$ cat config.mk
export PLATFORM = sky130hd
export DESIGN_NAME = i2s_audio_transmitter
export DESIGN_NICKNAME = d
export VERILOG_FILES = /design/src/rtl/audio_pkg.sv /design/src/rtl/i2s_clk_gen.sv /design/src/rtl/i2s_audio_transmitter.sv
export SDC_FILE = /design/constraint.sdc
export NUM_CORES = 1
export LEC_CHECK = 0
export CAP_MARGIN = 10
export CORE_ASPECT_RATIO = 0.75
export CORE_MARGIN = 2
export CORE_UTILIZATION = 40
export DETAILED_ROUTE_END_ITERATION = 16
export HOLD_SLACK_MARGIN = 0.03
export SYNTH_ARGS = -nofsm -noshare
export SYNTH_HDL_FRONTEND = slang
export SYNTH_SLANG_ARGS = --single-unit
export TNS_END_PERCENT = 1
$ cat constraint.sdc
create_clock -name clk -period 2.15 [get_ports clk]
set_input_delay 0.3225 -clock clk [delete_from_list [all_inputs] [get_ports clk]]
set_output_delay 0.3225 -clock clk [all_outputs]
set_load 0.01 [all_outputs]
$ cat src/rtl/audio_pkg.sv
// rtl/audio_pkg.sv - shared audio sample width and stereo pair types
package audio_pkg;

  localparam int AUDIO_SAMPLE_W = 16;

  typedef logic signed [AUDIO_SAMPLE_W-1:0] audio_sample_t;

  typedef struct packed {
    audio_sample_t left;
    audio_sample_t right;
  } stereo_pair_t;

endpackage

$ cat src/rtl/i2s_clk_gen.sv
// rtl/i2s_clk_gen.sv - BCLK divider, frame bit counter and LRCLK generation
module i2s_clk_gen #(
  parameter int BCLK_DIV  = 4,
  parameter int SLOT_W    = 16,
  parameter int BIT_CNT_W = $clog2(2 * SLOT_W)
) (
  input  logic                 clk,
  input  logic                 reset,
  output logic                 bclk,
  output logic                 lrclk,
  output logic                 fall_evt,
  output logic                 frame_start,
  output logic [BIT_CNT_W-1:0] bit_cnt
);

  localparam int DIV_W = (BCLK_DIV > 1) ? $clog2(BCLK_DIV) : 1;
  localparam logic [DIV_W-1:0]     DIV_LAST   = DIV_W'(BCLK_DIV - 1);
  localparam logic [BIT_CNT_W-1:0] FRAME_LAST = BIT_CNT_W'(2 * SLOT_W - 1);
  localparam logic [BIT_CNT_W-1:0] SLOT_FIRST_R = BIT_CNT_W'(SLOT_W);

  logic [DIV_W-1:0]     div_cnt;
  logic                 wrap;
  logic [BIT_CNT_W-1:0] bit_cnt_nxt;

  assign wrap        = (div_cnt == DIV_LAST);
  assign fall_evt    = wrap & bclk;
  assign frame_start = fall_evt & (bit_cnt == FRAME_LAST);
  assign bit_cnt_nxt = (bit_cnt == FRAME_LAST) ? '0 : bit_cnt + 1'b1;

  // Divider: bclk toggles each time div_cnt wraps
  always_ff @(posedge clk or posedge reset) begin
    if (reset) begin
      div_cnt <= '0;
      bclk    <= 1'b0;
    end else if (wrap) begin
      div_cnt <= '0;
      bclk    <= ~bclk;
    end else begin
      div_cnt <= div_cnt + 1'b1;
    end
  end

  // Bit counter and word select advance together on bclk falling events;
  // starting at the last bit makes the first falling event a frame boundary
  always_ff @(posedge clk or posedge reset) begin
    if (reset) begin
      bit_cnt <= FRAME_LAST;
      lrclk   <= 1'b1;
    end else if (fall_evt) begin
      bit_cnt <= bit_cnt_nxt;
      lrclk   <= (bit_cnt_nxt >= SLOT_FIRST_R);
    end
  end

endmodule

$ cat src/rtl/i2s_audio_transmitter.sv
// rtl/i2s_audio_transmitter.sv - I2S serializer with one-pair holding register; I2S_LEFT_JUSTIFIED_EN selects left-justified format
module i2s_audio_transmitter
  import audio_pkg::*;
#(
  parameter int BCLK_DIV = 4,
  parameter int SLOT_W   = 16
) (
  input  logic                             clk,
  input  logic                             reset,
  input  logic signed [AUDIO_SAMPLE_W-1:0] left_sample,
  input  logic signed [AUDIO_SAMPLE_W-1:0] right_sample,
  input  logic                             sample_valid,
  output logic                             sample_ready,
  output logic                             i2s_bclk,
  output logic                             i2s_lrclk,
  output logic                             i2s_sdata,
  output logic                             underrun
);

  localparam int FRAME_W   = 2 * SLOT_W;
  localparam int BIT_CNT_W = $clog2(FRAME_W);
  localparam logic [BIT_CNT_W-1:0] FRAME_LAST = BIT_CNT_W'(FRAME_W - 1);

  stereo_pair_t         hold_pair;
  logic                 hold_full;
  logic                 take;
  logic [FRAME_W-1:0]   frame_q;
  logic [FRAME_W-1:0]   load_frame;
  logic [BIT_CNT_W-1:0] bit_cnt;
  logic [BIT_CNT_W-1:0] sel_idx;
  logic                 fall_evt;
  logic                 frame_start;

  i2s_clk_gen #(
    .BCLK_DIV  (BCLK_DIV),
    .SLOT_W    (SLOT_W),
    .BIT_CNT_W (BIT_CNT_W)
  ) u_clk_gen (
    .clk         (clk),
    .reset       (reset),
    .bclk        (i2s_bclk),
    .lrclk       (i2s_lrclk),
    .fall_evt    (fall_evt),
    .frame_start (frame_start),
    .bit_cnt     (bit_cnt)
  );

  assign sample_ready = ~hold_full;
  assign take         = sample_valid & ~hold_full;

  // Frame bit i lives at frame_q[FRAME_W-1-i]; bit_cnt is the pre-event count,
  // so standard I2S emits bit bit_cnt and left-justified emits bit bit_cnt+1
`ifdef I2S_LEFT_JUSTIFIED_EN
  assign sel_idx = FRAME_LAST - bit_cnt - 1'b1;
`else
  assign sel_idx = FRAME_LAST - bit_cnt;
`endif

  // Next frame image: left then right, each MSB first and zero-padded to the slot
  always_comb begin
    load_frame = '0;
    if (hold_full) begin
      load_frame[FRAME_W-1 -: AUDIO_SAMPLE_W] = hold_pair.left;
      load_frame[SLOT_W-1  -: AUDIO_SAMPLE_W] = hold_pair.right;
    end
  end

  // Holding register: the boundary unload wins; a pair taken at an empty
  // boundary only becomes visible to the following frame
  always_ff @(posedge clk or posedge reset) begin
    if (reset) begin
      hold_full <= 1'b0;
      hold_pair <= '0;
    end else if (frame_start && hold_full) begin
      hold_full <= 1'b0;
    end else if (take) begin
      hold_full <= 1'b1;
      hold_pair <= '{left: left_sample, right: right_sample};
    end
  end

  // Frame register load, serial data selection and underrun flag
  always_ff @(posedge clk or posedge reset) begin
    if (reset) begin
      frame_q   <= '0;
      i2s_sdata <= 1'b0;
      underrun  <= 1'b0;
    end else begin
      underrun <= frame_start & ~hold_full;
      if (frame_start) begin
        frame_q <= load_frame;
      end
      if (fall_evt) begin
`ifdef I2S_LEFT_JUSTIFIED_EN
        i2s_sdata <= frame_start ? load_frame[FRAME_W-1] : frame_q[sel_idx];
`else
        i2s_sdata <= frame_q[sel_idx];
`endif
      end
    end
  end

endmodule

==> flow_summary_export.csv <==
group,metric,value,unit
status,status,"completed",
cts,numCtsBuffers,9,
job,cap_violations,0,
logic_synthesis,yosys.cell_types.count,29,
route,drtIter0Drc,61,
worst_hold_path,hp-class,"reg -> reg",
critical_path,cp_max_fo,8,
cts,cts_tree,"built",
critical_path,cp-start-kind,"flip-flop",
power_and_ir_drop,vdd_ir_drop_max,0.000414,V
grt,grt_usage,14.6,%
critical_path,critPathKind,"reg -> out",
cts,h-tree-depth,3,
cts,cts_resized,0,
critical_path,r2r_slack,340,ps
critical_path,cp_top_family,"flip-flops",
logic_synthesis,ys_ff_latch,75,
cts,worstSkewPairLatency,340,ps
die,die_w,108,um
sta,final.min_clock_period,1870,ps
sta,fin_worst_skew,5.28,ps
die,core-area,0.00788,mm^2
sta,worst_slew_pin_slew,392,ps
logic_synthesis,yosysSeqAreaShare,57.8,%
die,pin_count,40,
power_and_ir_drop,power_density,830,mW/mm^2
cts,clock-sinks,75,
sta,setup_viol,0,
place,port_buffers,39,
route,drtPass1Iterations,4,
route,vias,2134,
critical_path,crit_chain,"clkdlybuf4s50_1",
sta,hold_viol,0,
route,totalWireLength,5530,um
finish,area_delta_synth_final,21.6,%
grt,grt_pass1_vias,2127,
place,gp_congestion,0.839,
cts,path_clk_slew,70,ps
finish,n_antenna_cell,0,
sta,setup_ws,284,ps
critical_path,r2r-end,"frame_q[26]",
logic_synthesis,synth_edf_count,0,
sta,slew_viol_final,0,
route,remaining_drc_errors,0,
grt,grt_pass1_wl,9920,um
route,ant_nets,0,
worst_hold_path,min-delay-start,"u_clk_gen.div_cnt[0]",
critical_path,critPathCaptureType,"output pin",
grt,grt_max_degree,76,
logic_synthesis,synth_flop_cell,"dfrtp_1",
grt,antenna_found_initial,0,
route,wl_per_cell,12.7,um
critical_path,cpMaxStageDelayCell,"dfstp_2",
logic_synthesis,avgSynthCellArea,11.4,um^2
sta,holdWs,422,ps
worst_hold_path,hold_path_end,"u_clk_gen.div_cnt[0]",
sta,relSlewSlack,73.9,%
finish,num-fill-cells,728,
place,post-place-ws,336,ps
sta,fin_crit_sh,86.8,%
power_and_ir_drop,p_total,3290,uW
logic_synthesis,async_reset_ff_share,100,%
finish,seq_area,0.00188,mm^2
place,hpwlAfterDp,3670,um
critical_path,r2r_start,"u_clk_gen.bit_cnt[1]",
logic_synthesis,netlist_area,0.00326,mm^2
logic_synthesis,syn_nets,326,
cts,cts_root_buf,"clkbuf_8",
critical_path,slowest_delay,630,ps
die,rows,28,
die,fp.dieH,82.2,um
cts,clk_path_buf_depth,2,
logic_synthesis,netlist_instances,287,
finish,nNetsFinal,364,
power_and_ir_drop,leakagePower,0.00169,uW
sta,rsz0062_at_grt,"false",
grt,gr-total-overflow,0,
cts,post_cts_buffers,0,
finish,layout-drive-gt1-share,20.7,%
worst_hold_path,hold_depth,1,
cts,hold_buffers,0,
route,via_per_inst,4.92,
die,start_util,41.4,%
logic_synthesis,ys_warn_count,0,
sta,maxClockFrequency,536,MHz
die,die_area,0.00890,mm^2
critical_path,cp.arrival,1540,ps
sta,fin_setup_tns,0,ps
finish,multi_input_area,0.00126,mm^2
critical_path,reg2regPathDepth,7,
critical_path,worstPathRequired,1830,ps
critical_path,crit_buf_inv,1,
==> stage by stage <==
| step | util [%] | cells | area (um^2) |
|---|---|---|---|
| floorplan | - | 287 | 3260 |
| global placement | 47.8 | 419 | 3760 |
| detailed placement | 47.8 | 419 | 3760 |
| CTS | 50.3 | 434 | 3970 |
| global route | 50.3 | 434 | 3970 |
| finish | 50.3 | 434 | 3970 |
==> cell usage after synthesis (3+ instances only) <==
library cell / n / share of area, %
dfrtp_1: 70 / 54
nand2_1: 69 / 7.9
o21ai_0: 37 / 5.7
mux2_2: 35 / 12
mux2i_1: 16 / 4.9
clkbuf_1: 10 / 1.2
buf_2: 5 / 0.77
dfstp_2: 5 / 4.0
a22oi_1: 4 / 0.92
ha_1: 4 / 1.5
a31oi_1: 3 / 0.58
nand3_1: 3 / 0.46
nand4_1: 3 / 0.58
nor2_1: 3 / 0.35
==> cells in the final DEF (no fill, tap or decap), types with 2 or more instances in the layout <==
cell             Yosys  layout
a22oi_1              4       4
a31oi_1              3       3
and2b_2              2       2
and3_1               2       2
buf_12               1       3
buf_4                0       4
clkbuf_8             1      11
clkdlybuf4s50_1      0      39
clkinvlp_4           0       3
dfrtp_1             70      70
dfstp_2              5       5
ha_1                 4       4
mux2_2              35      35
mux2i_1             16      16
nand2_1             69      69
nand3_1              3       2
nand4_1              3       3
nand4b_1             2       2
nor2_1               3       3
o21ai_0             37      37
==> logic make-up after synthesis <==
logic type      count (synthesis)  synth area share, %
simple gates                   88                 11.6
compound gates                 47                 7.98
fa+ha+maj                       4                 1.53
mux                            51                 17.0
flops                          75                 57.8
buf+inv                        21                 3.88
xor+xnor                        1                0.269
==> worst max path at each step <==
stage / start / endpoint / slack, ps / cells after the start
3_3_place_gp: u_clk_gen.bit_cnt[0] / i2s_sdata / 360 / 6
2_1_floorplan: u_clk_gen.bit_cnt[0] / frame_q[0] / 430 / 7
5_1_grt: u_clk_gen.bit_cnt[1] / frame_q[29] / 140 / 7
3_5_place_dp: u_clk_gen.bit_cnt[0] / i2s_sdata / 340 / 6
6_report: u_clk_gen.bit_cnt[4] / i2s_lrclk / 280 / 1
4_1_cts: u_clk_gen.bit_cnt[4] / i2s_lrclk / 270 / 1
==> power by group <==
part / switching [uW] / internal [uW]
logic: 162 / 281
registers: 122 / 1650
clock network: 491 / 591
total: 774 / 2520
==> metal layers <==
metal | part of all wire, % | up-vias | GRT usage [%] | routed length (um)
met5 | 0 | - | 0 | 0
met2 | 42 | 44 | 22.0 | 2310
met1 | 51 | 1025 | 19.7 | 2820
met4 | 0.94 | 0 | 3.85 | 52
met3 | 6.2 | 6 | 5.81 | 342
li1 | - | 1059 | - | -
==> flip-flops by register name (all words and copies together), names as in the netlist <==
register / cells
u_clk_gen.div_cnt: 2
u_clk_gen.bclk: 1
hold_full: 1
i2s_sdata: 1
underrun: 1
frame_q: 32
hold_pair: 32
u_clk_gen.bit_cnt: 5
==> layout make-up <==
cell class / instances / share of cell area, %
Tap cell: 105 / 3.31
Timing Repair Buffer: 46 / 12.1
Clock buffer: 11 / 3.82
Clock inverter: 4 / 1.26
Sequential cell: 75 / 47.5
Inverter: 2 / 0.284
Multi-Input combinational cell: 191 / 31.7
No activity file was read; power rests on OpenSTA's default activity.
